`config.mk`:
```
export PLATFORM = sky130hd
export DESIGN_NAME = adder_8bit
export DESIGN_NICKNAME = d
export VERILOG_FILES = /design/src/rtl/adder_8bit.sv
export SDC_FILE = /design/constraint.sdc
export NUM_CORES = 1
export LEC_CHECK = 0
export BUFFER_PORTS_ARGS = -buffer_cell sky130_fd_sc_hd__buf_2
export CORE_MARGIN = 3
export CORE_UTILIZATION = 47
export DETAILED_ROUTE_END_ITERATION = 16
export PLACE_DENSITY = 0.81
export SKIP_LAST_GASP = 1
export SLEW_MARGIN = 0
export SYNTH_ARGS = -nofsm -noshare
export SYNTH_HDL_FRONTEND = slang
export SYNTH_SLANG_ARGS = --single-unit
```
`constraint.sdc`:
```
create_clock -name clk -period 2.3 [get_ports clk]
set_clock_uncertainty 0.1 [all_clocks]
set_input_delay 0.23 -clock clk [delete_from_list [all_inputs] [get_ports clk]]
set_output_delay 0.23 -clock clk [all_outputs]
set_load 0.01 [all_outputs]
```
`src/rtl/adder_8bit.sv`:
```
// Registered WIDTH-bit adder with carry-out, signed overflow and zero flags.
// The sum comes from an explicit generate/propagate ripple chain and is registered one cycle after in_valid.
module adder_8bit #(
  parameter int WIDTH = 8
) (
  input  logic             clk,
  input  logic             rst_n,
  input  logic             in_valid,
  input  logic [WIDTH-1:0] a,
  input  logic [WIDTH-1:0] b,
  input  logic             cin,
  output logic             out_valid,
  output logic [WIDTH-1:0] c,
  output logic             cout,
  output logic             ovf,
  output logic             zero
);

  // Per-bit generate, propagate and carry; kept as named nets so the chain can be probed.
  logic [WIDTH-1:0] g_s;
  logic [WIDTH-1:0] p_s;
  logic [WIDTH-1:0] sum_s;
  logic [WIDTH:0]   carry_s;
  logic             ovf_s;
  logic             zero_s;

  logic             valid_d, valid_q;
  logic [WIDTH-1:0] c_d, c_q;
  logic             cout_d, cout_q;
  logic             ovf_d, ovf_q;
  logic             zero_d, zero_q;

  assign carry_s[0] = cin;

  for (genvar i = 0; i < WIDTH; i++) begin : g_fa
    assign g_s[i]       = a[i] & b[i];
    assign p_s[i]       = a[i] ^ b[i];
    assign sum_s[i]     = p_s[i] ^ carry_s[i];
    assign carry_s[i+1] = g_s[i] | (p_s[i] & carry_s[i]);
  end

  // Signed overflow: operands share a sign that the sum does not.
  assign ovf_s  = (a[WIDTH-1] == b[WIDTH-1]) && (sum_s[WIDTH-1] != a[WIDTH-1]);
  assign zero_s = (sum_s == {WIDTH{1'b0}});

  // Next-state: capture a new result on in_valid, otherwise hold result fields.
  always_comb begin
    valid_d = in_valid;
    c_d     = c_q;
    cout_d  = cout_q;
    ovf_d   = ovf_q;
    zero_d  = zero_q;
    if (in_valid) begin
      c_d    = sum_s;
      cout_d = carry_s[WIDTH];
      ovf_d  = ovf_s;
      zero_d = zero_s;
    end else begin
      c_d    = c_q;
      cout_d = cout_q;
      ovf_d  = ovf_q;
      zero_d = zero_q;
    end
  end

  // Output registers with asynchronous clear.
  always_ff @(posedge clk or negedge rst_n) begin
    if (!rst_n) begin
      valid_q <= 1'b0;
      c_q     <= {WIDTH{1'b0}};
      cout_q  <= 1'b0;
      ovf_q   <= 1'b0;
      zero_q  <= 1'b0;
    end else begin
      valid_q <= valid_d;
      c_q     <= c_d;
      cout_q  <= cout_d;
      ovf_q   <= ovf_d;
      zero_q  <= zero_d;
    end
  end

  assign out_valid = valid_q;
  assign c         = c_q;
  assign cout      = cout_q;
  assign ovf       = ovf_q;
  assign zero      = zero_q;

endmodule

```
---- Word level (Yosys, flattened, before mapping) ----
Cells that the tools add are included.
word-level totals
  input bits .............................. 20
  register bits after elaboration ......... 12
cells by class
  reduce and logical (&&, ||, !) cells .... 2
  bitwise gates (word level) .............. 40
  eq/ne operators ......................... 2
operators by type and width
  cell               count
  $and 1x1->1        16
  $xor 1x1->1        16
  $logic_not 8->1    1
  $or 1x1->1         8
  $eq 1x1->1         1
  $logic_and 1x1->1  1
  $ne 1x1->1         1

---- Logic depth before layout (Yosys ltp) ----
Gate-level depths: netlist (run 1).
  depth after elaboration ................. 18
  depth in mapped cells ................... 11
  depth with buffers taken out ............ 11

---- Worst setup path before layout (run 1) ----
No wires, ideal clock.
  path kind ............................... input -> register
  start ................................... input port a[0]
  end ..................................... register zero_q, in the netlist zero
  setup time .............................. 0.122 ns
  required time ........................... 2.078 ns
  stages .................................. 11
  path slack .............................. -1.678 ns
  arrival time ............................ 3.756 ns
  cell sequence ........................... fa_1 > fa_1 > fa_1 > fa_1 > fa_1 > fa_1 > fa_1 > inv_1 > fa_1 > nor3b_1 > a32o_1
on the way
  word-level cells in the longest chain between the ends .. 17
RTL lines
  item                    line  text
  start: declaration      9     input logic [WIDTH-1:0] a,
  $xor 1x1->1             37    assign p_s[i] = a[i] ^ b[i];
  $and 1x1->1             39    assign carry_s[i+1] = g_s[i] | (p_s[i] & carry_s[i]);
  $or 1x1->1              39
  $and 1x1->1             39
  $or 1x1->1              39
  $and 1x1->1             39
  $or 1x1->1              39
  $and 1x1->1             39
  $or 1x1->1              39
  $and 1x1->1             39
  $or 1x1->1              39
  $and 1x1->1             39
  $or 1x1->1              39
  $and 1x1->1             39
  $or 1x1->1              39
  $xor 1x1->1             38    assign sum_s[i] = p_s[i] ^ carry_s[i];
  $logic_not 8->1 *       44    assign zero_s = (sum_s == {WIDTH{1'b0}});
  end signal: assignment  79    zero_q <= zero_d;
  end: declaration        31    logic zero_d, zero_q;
Every way passes the cells marked *; elsewhere a longest branch is shown, timed or not.
A chain may end at the register's enable or synchronous reset.

---- Worst setup path after layout (run 1) ----
Same ends and word-level chain as after synthesis.

==> impl_metrics.tcl, run 1 <==
set metrics [dict create \
    max_cap_violations 0 \
    nFillCells 79 \
    final_hold_vios 0 \
    critPathMostFrequentCell "sky130_fd_sc_hd__fa_2" \
    grt_antenna_before_repair 0 \
    multi_input_comb_area_um2 367 \
    cts.sinks 12 \
    port_buffers 31 \
    min_path_type "input pin to register" \
    criticalPathCategory "input pin to register" \
    worst_slew_slack_as_a_fraction_of_its_limit_pct 80.8 \
    synth-seq-cells 12 \
    syn-cell-area_um2 658 \
    critPathMaxStageDelay_ns 0.46 \
    regToRegEndpoint "c[6]" \
    synth_compound_area_share_pct 4.94 \
    failed_checks "negative setup slack" \
    post_synthesis_simple_gate_area_fraction_pct 5.89 \
    floorplan.die_area_um2 1890 \
    drc_violation_count_after_routing 0 \
    worstHoldEndpoint "out_valid" \
    holdWs_ns 0.133 \
    cp-start-kind "input pin" \
    worst_pin_slew_ns 0.287 \
    top_level_ports 32 \
    synth_largest_area_cell "sky130_fd_sc_hd__dfrtp_1" \
    setup_tns_ns -5.67 \
    ir_drop_uv 437 \
    share_clk_of_total_power_pct 25.7 \
    timing.final.max_slew_violations 0 \
    pwr-share-seq_pct 41.2 \
    globalRouteTotalUtil_pct 16.8 \
    totalPowerFinal_mw 0.648 \
    layout_setup_ws_ns -1.30 \
    pwr-share-comb_pct 33.1 \
    detailedRoute.firstIterationViolations 8 \
    maximum_buffer_depth_of_the_clock_tree 2 \
    power.share.switching_pct 29.1 \
    worstPathRequired_ns 2.37 \
    synth_warnings 0 \
    synth-adder-area-share_pct 26.2 \
    coreArea_um2 1200 \
    finalNetCount 110 \
    number_of_buffer_and_inverter_instances_along_the_worst_setup_path 2 \
    p_int_mw 0.460 \
    drt_first_pass_iters 5 \
    fin_crit_ns 3.60 \
    h-tree-depth 1 \
    number_of_global_route_vias_before_repair 546 \
    timing.reg2reg.setup_slack_ns 1.43 \
    worst_reg_to_reg_cells 1 \
    synth_area_leaders "sky130_fd_sc_hd__dfrtp_1 (46%), sky130_fd_sc_hd__fa_1 (24%), sky130_fd_sc_hd__mux2_2 (12%)" \
    post-place-ws_ns -1.69 \
    numPlacedInstances 88 \
    share_of_layout_cells_above_drive_strength_1_pct 68.8 \
    critPathArrivalTime_ns 3.66 \
    clock_latency_ns 0.27 \
    layout.cells.most_common "sky130_fd_sc_hd__buf_2" \
    wirelength_um 1360 \
    place.gp.congestion 0.745 \
    synthesis.nets 73 \
    postRouteAntennaNets 0 \
    routed-via-count 486 \
    vertical_extent_of_the_die_um 43.4 \
    critical-path-top-delay-family "adder cells" \
    dp_hpwl_um 1110 \
    num_rows 12 \
    worst_setup_path_startpoint "a[0]" \
    clkSlewWorstSetupHoldPaths_ns 0.08 \
    avgViaCountPerCell 5.17 \
    power.static_leakage_nw 0.446 \
    pwr_density_cell_nw_per_um2 709 \
    synth_cells 44 \
    grt_pass1_wl_um 2360 \
    synthToLayoutAreaGrowth_pct 39.0 \
    slowest_stage "sky130_fd_sc_hd__fa_2" \
    hp-start "in_valid" \
    final_min_period_over_clock_period_pct 156 \
    starting_density_pct 54.8 \
    cts_made_buffers 3 \
    clock_tree_from_tritoncts "built" \
    netSwitchingPower_mw 0.189 \
    synth.avg_cell_area_um2 15.0 \
    synthDominantCellAreaShare_pct 45.6 \
    final_cell_mix "sky130_fd_sc_hd__buf_2 (30), sky130_fd_sc_hd__dfrtp_1 (12), sky130_fd_sc_hd__fa_2 (8)" \
    clockRootBuffer "sky130_fd_sc_hd__clkbuf_4" \
    synth-seq-area-share_pct 45.6 \
    rsz_0062_raised_after_global_routing "true" \
    worst_r2r_startpoint "c[6]" \
    fmax_ghz 0.278 \
    setup_viol 7 \
    n_antenna_cell 0 \
    die_w_um 43.4 \
    critical_path.max_fanout 3 \
    globalRouteOverflowTotal 0 \
    post_synth_mux_area_share_pct 12.0 \
    finish.cell_count_without_fillers 94 \
    synth_xor_area_share_pct 1.33 \
    worstHoldPathCells 1 \
    detail_route.wl_per_cell_um 14.5 \
    outcome "finished with violations" \
    cp_cell_sequence "buf_6 -> fa_2 -> fa_2 -> fa_2 -> fa_2 -> fa_2 -> fa_2 -> fa_2 -> inv_2 -> fa_2 -> nor3b_1 -> a32o_1" \
    worst_setup_path_end_kind "register" \
    regArea_um2 300 \
    yosys.cell_types.count 15 \
    synth_top_family_by_area "adder cells" \
    grt_start_max_net_pins 14 \
]
[through the flow]
| step | instance area [um^2] | util, % |
|---|---|---|
| 3_5_place_dp | 848 | 70.6 |
| 2_1_floorplan | 687 | - |
| 4_1_cts | 911 | 75.8 |
| 5_1_grt | 915 | 76.1 |
| 6_report | 915 | 76.1 |
| 3_3_place_gp | 848 | 70.6 |
[cell type report]
type | instances | area share, %
Timing Repair Buffer | 33 | 19.6
Multi-Input combinational cell | 27 | 40.1
Tap cell | 14 | 1.92
Inverter | 4 | 1.64
Sequential cell | 12 | 32.8
Clock buffer | 4 | 3.97
[power groups by stage]
stage               Clock [mW]  Combinational, mW  Sequential, mW
finish                   0.166              0.215           0.267
detailed placement           0              0.206           0.272
global placement             0              0.195           0.271
global route             0.180              0.236           0.274
floorplan                    0             0.0951           0.292
CTS                      0.169              0.216           0.268
[synthesized netlist by cell type]
cell type	instances
sky130_fd_sc_hd__buf_6	1
sky130_fd_sc_hd__o21ai_0	2
sky130_fd_sc_hd__nor2b_1	1
sky130_fd_sc_hd__o31ai_2	1
sky130_fd_sc_hd__xor2_1	1
sky130_fd_sc_hd__nor3b_1	1
sky130_fd_sc_hd__nor4_1	1
sky130_fd_sc_hd__ha_1	1
sky130_fd_sc_hd__inv_2	1
sky130_fd_sc_hd__fa_1	8
sky130_fd_sc_hd__mux2_2	7
sky130_fd_sc_hd__nand2b_1	3
sky130_fd_sc_hd__inv_1	3
sky130_fd_sc_hd__dfrtp_1	12
sky130_fd_sc_hd__a32o_1	1
[routing by layer]
layer | routed length (um) | part of all wire, % | global-route usage [%] | vias up
met5 | 0 | 0 | 0 | -
met4 | 20 | 1.5 | 7.23 | 0
met3 | 125 | 9.2 | 2.90 | 5
met2 | 706 | 52 | 30.7 | 29
met1 | 511 | 37 | 19.0 | 234
li1 | - | - | - | 218
[state kept, by name (all words and copies together), names as in the netlist]
name,flops
c,8
cout,1
out_valid,1
ovf,1
zero,1
[how the worst max path moves through the flow]
stage,to,cells after the start
final,zero,12
after global routing,zero,12
after CTS,zero,12
after detailed placement,zero,12
after global placement,zero,12
after floorplan,zero,11
[cell families (layout without fill, tap and decap cells)]
| logic type | Yosys count | in the layout |
|---|---|---|
| compound gates | 4 | 4 |
| xor+xnor | 1 | 1 |
| fa+ha+maj | 9 | 9 |
| buf+inv | 5 | 41 |
| flops | 12 | 12 |
| mux | 7 | 7 |
| simple gates | 6 | 6 |
[what timing repair did]
item                                   in CTS  in global routing
pin swaps                                   5                  2
hold buffers                                1                  0
gates resized for setup                     3                  1
setup endpoints to repair                   7                  7
buffers inserted                            1                  0
endpoints found under the hold margin      12                  0
Note: power is estimated with default switching activity, not from simulation.
==> inputs of run 2 (changes only) <==
--- a/config.mk
+++ b/config.mk
@@ -7,9 +7,11 @@
 export LEC_CHECK = 0
 export BUFFER_PORTS_ARGS = -buffer_cell sky130_fd_sc_hd__buf_2
 export CORE_MARGIN = 3
-export CORE_UTILIZATION = 47
+export CORE_UTILIZATION = 50
+export CTS_BUF_LIST = sky130_fd_sc_hd__clkbuf_8
 export DETAILED_ROUTE_END_ITERATION = 16
-export PLACE_DENSITY = 0.81
+export PLACE_DENSITY = 0.86
+export REMOVE_ABC_BUFFERS = 1
 export SKIP_LAST_GASP = 1
 export SLEW_MARGIN = 0
 export SYNTH_ARGS = -nofsm -noshare
==> run 2 against run 1 <==
Effect of this change:
- the flow still finishes with violations (negative setup slack)
- via count increased by 0.82%
- hold slack better by 0.042 ns
- critical endpoint unchanged
- non-clock buffer count fell by 1
- fmax shrank 3.1%
- first-iteration DRC count down 38%
- power up 1.7%
- setup slack lost 0.12 ns
- largest cell class unchanged
- register-to-register slack is essentially flat
- clock power grew 12%
- sequential share of layout area up 0.090 points
==> impl_metrics.tcl, run 2 (synthesis results as in run 1) <==
set metrics [dict create \
    outcome "finished with violations" \
    failed_checks "negative setup slack" \
    final_cell_mix "sky130_fd_sc_hd__buf_2 (30), sky130_fd_sc_hd__dfrtp_1 (12), sky130_fd_sc_hd__fa_2 (8)" \
    top_level_ports 32 \
    final_min_period_over_clock_period_pct 161 \
    grt_pass1_wl_um 2660 \
    avgViaCountPerCell 5.33 \
    cts_made_buffers 3 \
    final_util_pct 77.9 \
    clockRootBuffer "sky130_fd_sc_hd__clkbuf_8" \
    critPathArrivalTime_ns 3.73 \
    ir_drop_uv 453 \
    clock_latency_ns 0.23 \
    setup_viol 7 \
    clock_tree_from_tritoncts "built" \
    port_buffers 31 \
    cp-start-kind "input pin" \
    finalInstanceArea_um2 912 \
    worst_pin_slew_ns 0.296 \
    number_of_global_route_vias_before_repair 588 \
    postRouteAntennaNets 0 \
    detailedRoute.firstIterationViolations 5 \
    critPathMaxStageDelay_ns 0.45 \
    layout_setup_ws_ns -1.41 \
    criticalPathCategory "input pin to register" \
    timing.final.max_slew_violations 0 \
    globalRouteOverflowTotal 0 \
    worst_slew_slack_as_a_fraction_of_its_limit_pct 80.1 \
    layout.cells.most_common "sky130_fd_sc_hd__buf_2" \
    clkSlewWorstSetupHoldPaths_ns 0.05 \
    coreArea_um2 1170 \
    finalNetCount 109 \
    h-tree-depth 1 \
    largest_reg_flops 8 \
    maximum_buffer_depth_of_the_clock_tree 2 \
    synthToLayoutAreaGrowth_pct 38.6 \
    max_cap_violations 0 \
    fmax_ghz 0.269 \
    routed-via-count 490 \
    share_of_layout_cells_above_drive_strength_1_pct 67.9 \
    wirelength_um 1470 \
    post_cts.repair.setup_buffers 0 \
    grt_start_max_net_pins 14 \
    final_hold_vios 0 \
    n_antenna_cell 0 \
    totalPowerFinal_mw 0.660 \
    place.gp.congestion 0.705 \
    num_rows 12 \
    worst_setup_path_end_kind "register" \
    die_w_um 42.3 \
    dp_hpwl_um 1130 \
    min_path_type "input pin to register" \
    cts.sinks 12 \
    starting_density_pct 56.2 \
    drc_violation_count_after_routing 0 \
    rsz_0062_raised_after_global_routing "true" \
    pwr_density_cell_nw_per_um2 723 \
    post_dp_cell_area_um2 820 \
    detail_route.wl_per_cell_um 16.0 \
    critPathMostFrequentCell "sky130_fd_sc_hd__fa_2" \
    drt_first_pass_iters 4 \
    critical_path.max_fanout 3 \
    vertical_extent_of_the_die_um 42.3 \
    power.static_leakage_nw 0.441 \
    floorplan.die_area_um2 1790 \
    worstPathRequired_ns 2.32 \
    grt_antenna_before_repair 0 \
    globalRouteTotalUtil_pct 20.7 \
    fin_crit_ns 3.71 \
    slowest_stage "sky130_fd_sc_hd__fa_2" \
    cp_cell_sequence "buf_6 -> fa_2 -> fa_2 -> fa_2 -> fa_2 -> fa_2 -> fa_2 -> fa_2 -> inv_2 -> fa_2 -> nor3b_1 -> a32o_1" \
]
-- run 2: cell types whose count changed in the layout (fill, tap and decap cells not counted) --
cell                       before  now
sky130_fd_sc_hd__clkbuf_8       1    3
sky130_fd_sc_hd__o21ai_1        1    0
sky130_fd_sc_hd__o21ai_0        0    1
sky130_fd_sc_hd__buf_4          1    0
sky130_fd_sc_hd__clkbuf_4       3    0
-- run 2: critical path, delay by kind of cell --
family / cells / cell delay, ns
buffers and inverters: 2 / 0.16
adders and majority gates: 8 / 2.96
AOI/OAI and AO/OA: 1 / 0.21
and+or+nand+nor: 1 / 0.16
-- run 2: timing repair --
item,4_1_cts,5_1_grt
endpoints found under the hold margin,12,0
hold buffers,1,0
gates cloned,0,0
gates resized for setup,13,2
endpoints found under the setup margin,8,7
pin swaps,6,2
-- run 2: cell type report --
type / instances / area [um^2]
timing repair buffer: 32 / 171
sequential: 12 / 300
tap: 14 / 17.5
clock buffer: 3 / 41.3
fill: 72 / 259
multi-input combinational: 27 / 367
inverter: 4 / 15.0
-- run 2: metrics by stage --
stage	setup WS [ns]	cells	hold slack (ns)	setup TNS, ns
finish	-1.41	92	0.175	-6.31
global route	-1.51	92	0.182	-6.91
CTS	-1.47	92	0.165	-6.72
detailed placement	-2.06	88	0.0179	-10.89
global placement	-1.88	88	0.0152	-9.69
floorplan	-1.68	43	-0.166	-8.27
-- run 2: final timing paths --
kind                            cells past startpoint  slack, ns         to  startpoint
worst min-delay path                                1       0.18  out_valid    in_valid
max in group asynchronous                           2       1.60       c[2]       rst_n
min in group asynchronous                           2       0.29       c[7]       rst_n
worst min register to register                      2       0.39        ovf         ovf
worst max-delay path                               12      -1.41       zero        a[0]
worst max register to register                      1       1.44       c[1]        c[1]
-- run 2: metal layers --
layer  part of all wire [%]  track usage (%)  vias to the layer above
met5                      0                0                        -
met4                    2.6             11.8                        0
met3                    7.1             3.00                        4
met2                     57             37.7                       29
met1                     33             22.5                      243
li1                       -                -                      214
-- run 2: power by group --
| part | total (mW) | leakage [nW] | switching [mW] | internal [mW] |
|---|---|---|---|---|
| logic | 0.206 | 0.275 | 0.0971 | 0.109 |
| clock network | 0.186 | 0.0216 | 0.0711 | 0.115 |
| registers | 0.268 | 0.145 | 0.0172 | 0.250 |
| total | 0.660 | 0.441 | 0.185 | 0.474 |
==> inputs of run 3 (changes only) <==
--- a/config.mk
+++ b/config.mk
@@ -12,6 +12,7 @@
 export DETAILED_ROUTE_END_ITERATION = 16
 export PLACE_DENSITY = 0.86
 export REMOVE_ABC_BUFFERS = 1
+export SKIP_CTS_REPAIR_TIMING = 1
 export SKIP_LAST_GASP = 1
 export SLEW_MARGIN = 0
 export SYNTH_ARGS = -nofsm -noshare
==> run 3 against run 2 <==
Effect of this change:
- the flow still finishes with violations (negative setup slack)
- utilization shrank 0.32 points
- power decreased by 0.37%
- largest cell class unchanged
- critical endpoint unchanged
- non-clock buffer count did not move
- count of clock-buffer cells in the layout unchanged
- cell count stayed put
- routed wire length grew 1.4%
- sequential share of layout area up 0.14 points
==> impl_metrics.tcl, run 3 (synthesis results as in run 1) <==
set metrics [dict create \
    postRouteAntennaNets 0 \
    rsz_0062_raised_after_global_routing "true" \
    largest_reg_flops 8 \
    clockRootBuffer "sky130_fd_sc_hd__clkbuf_8" \
    criticalPathCategory "input pin to register" \
    cts.sinks 12 \
    regArea_um2 300 \
    globalRouteTotalUtil_pct 19.5 \
    routed-via-count 485 \
    worstPathRequired_ns 2.32 \
    num_rows 12 \
    clock_tree_from_tritoncts "built" \
    power.static_leakage_nw 0.437 \
    share_of_layout_cells_above_drive_strength_1_pct 67.9 \
    finalInstanceArea_um2 908 \
    globalRouteOverflowTotal 0 \
    die_w_um 42.3 \
    max_cap_violations 0 \
    place.gp.congestion 0.705 \
    drt_first_pass_iters 4 \
    final_hold_vios 0 \
    totalPowerFinal_mw 0.657 \
    min_path_type "input pin to register" \
    final_cell_mix "sky130_fd_sc_hd__buf_2 (30), sky130_fd_sc_hd__dfrtp_1 (12), sky130_fd_sc_hd__fa_2 (8)" \
    cts_made_buffers 3 \
    dp_hpwl_um 1130 \
    outcome "finished with violations" \
    worst_slew_slack_as_a_fraction_of_its_limit_pct 80.2 \
    vertical_extent_of_the_die_um 42.3 \
    setup_tns_ns -6.29 \
    pwr_density_cell_nw_per_um2 723 \
    starting_density_pct 56.2 \
    multi_input_comb_area_um2 363 \
    post_dp_cell_area_um2 820 \
    port_buffers 31 \
    layout.cells.most_common "sky130_fd_sc_hd__buf_2" \
    grt_pass1_wl_um 2520 \
    h-tree-depth 1 \
    fin_crit_ns 3.71 \
    cp-start-kind "input pin" \
    finalNetCount 109 \
    critical_path.max_fanout 3 \
    drc_violation_count_after_routing 0 \
    number_of_global_route_vias_before_repair 563 \
    ir_drop_uv 450 \
    detail_route.wl_per_cell_um 16.2 \
    coreArea_um2 1170 \
    grt_antenna_before_repair 0 \
    detailedRoute.firstIterationViolations 8 \
    nFillCells 74 \
    worst_setup_path_end_kind "register" \
    avgViaCountPerCell 5.27 \
    final_min_period_over_clock_period_pct 161 \
    n_antenna_cell 0 \
    post-place-ws_ns -2.06 \
    grt_start_max_net_pins 14 \
    wirelength_um 1490 \
    maximum_buffer_depth_of_the_clock_tree 2 \
    top_level_ports 32 \
    failed_checks "negative setup slack" \
    critPathArrivalTime_ns 3.73 \
    clock_latency_ns 0.23 \
    setup_viol 7 \
    synthToLayoutAreaGrowth_pct 38.0 \
    worst_pin_slew_ns 0.294 \
    clkSlewWorstSetupHoldPaths_ns 0.05 \
    layout_setup_ws_ns -1.41 \
    timing.final.max_slew_violations 0 \
    floorplan.die_area_um2 1790 \
    fmax_ghz 0.270 \
]
## run 3: cell type report
cell class | instances | share of cell area [%]
clock buffer | 3 | 4.55
inverter | 4 | 1.65
multi-input combinational | 27 | 39.9
sequential | 12 | 33.1
tap | 14 | 1.93
timing repair buffer | 32 | 18.9
## run 3: per-layer routing
metal | vias to the layer above | GRT usage [%] | wire, um
li1 | 215 | - | -
met4 | 0 | 9.32 | 41
met2 | 25 | 35.6 | 847
met1 | 241 | 21.8 | 492
met5 | - | 0 | 0
met3 | 4 | 3.00 | 111
## run 3: path summary, 6_finish.rpt
path	to	slack [ns]	start	depth (start not counted)
max in group asynchronous	c[2]	1.60	rst_n	2
hold reg to reg	ovf	0.39	ovf	2
setup / recovery	zero	-1.41	a[0]	12
setup reg to reg	c[4]	1.44	c[4]	1
min in group asynchronous	c[1]	0.30	rst_n	2
hold / removal	out_valid	0.17	in_valid	1
## run 3: through the flow
step	hold WS, ns	util [%]	instances
6_report	0.171	77.6	92
4_1_cts	-0.231	73.5	91
5_1_grt	0.174	77.6	92
3_5_place_dp	0.0179	70.0	88
3_3_place_gp	0.0152	70.0	88
2_1_floorplan	-0.166	-	43
## run 3: where the power goes
group | switching [mW] | total, mW | internal, mW
registers | 0.0175 | 0.268 | 0.250
clock network | 0.0713 | 0.186 | 0.115
logic | 0.0968 | 0.203 | 0.106
total | 0.186 | 0.657 | 0.471
## run 3: worst max-delay path, cell delays in order
cell                      delay [ns]
sky130_fd_sc_hd__buf_6          0.09
sky130_fd_sc_hd__fa_2           0.38
sky130_fd_sc_hd__fa_2           0.36
sky130_fd_sc_hd__fa_2           0.36
sky130_fd_sc_hd__fa_2           0.36
sky130_fd_sc_hd__fa_2           0.35
sky130_fd_sc_hd__fa_2           0.35
sky130_fd_sc_hd__fa_2           0.35
sky130_fd_sc_hd__inv_2          0.07
sky130_fd_sc_hd__fa_2           0.45
sky130_fd_sc_hd__nor3b_1        0.15
sky130_fd_sc_hd__a32o_1         0.21
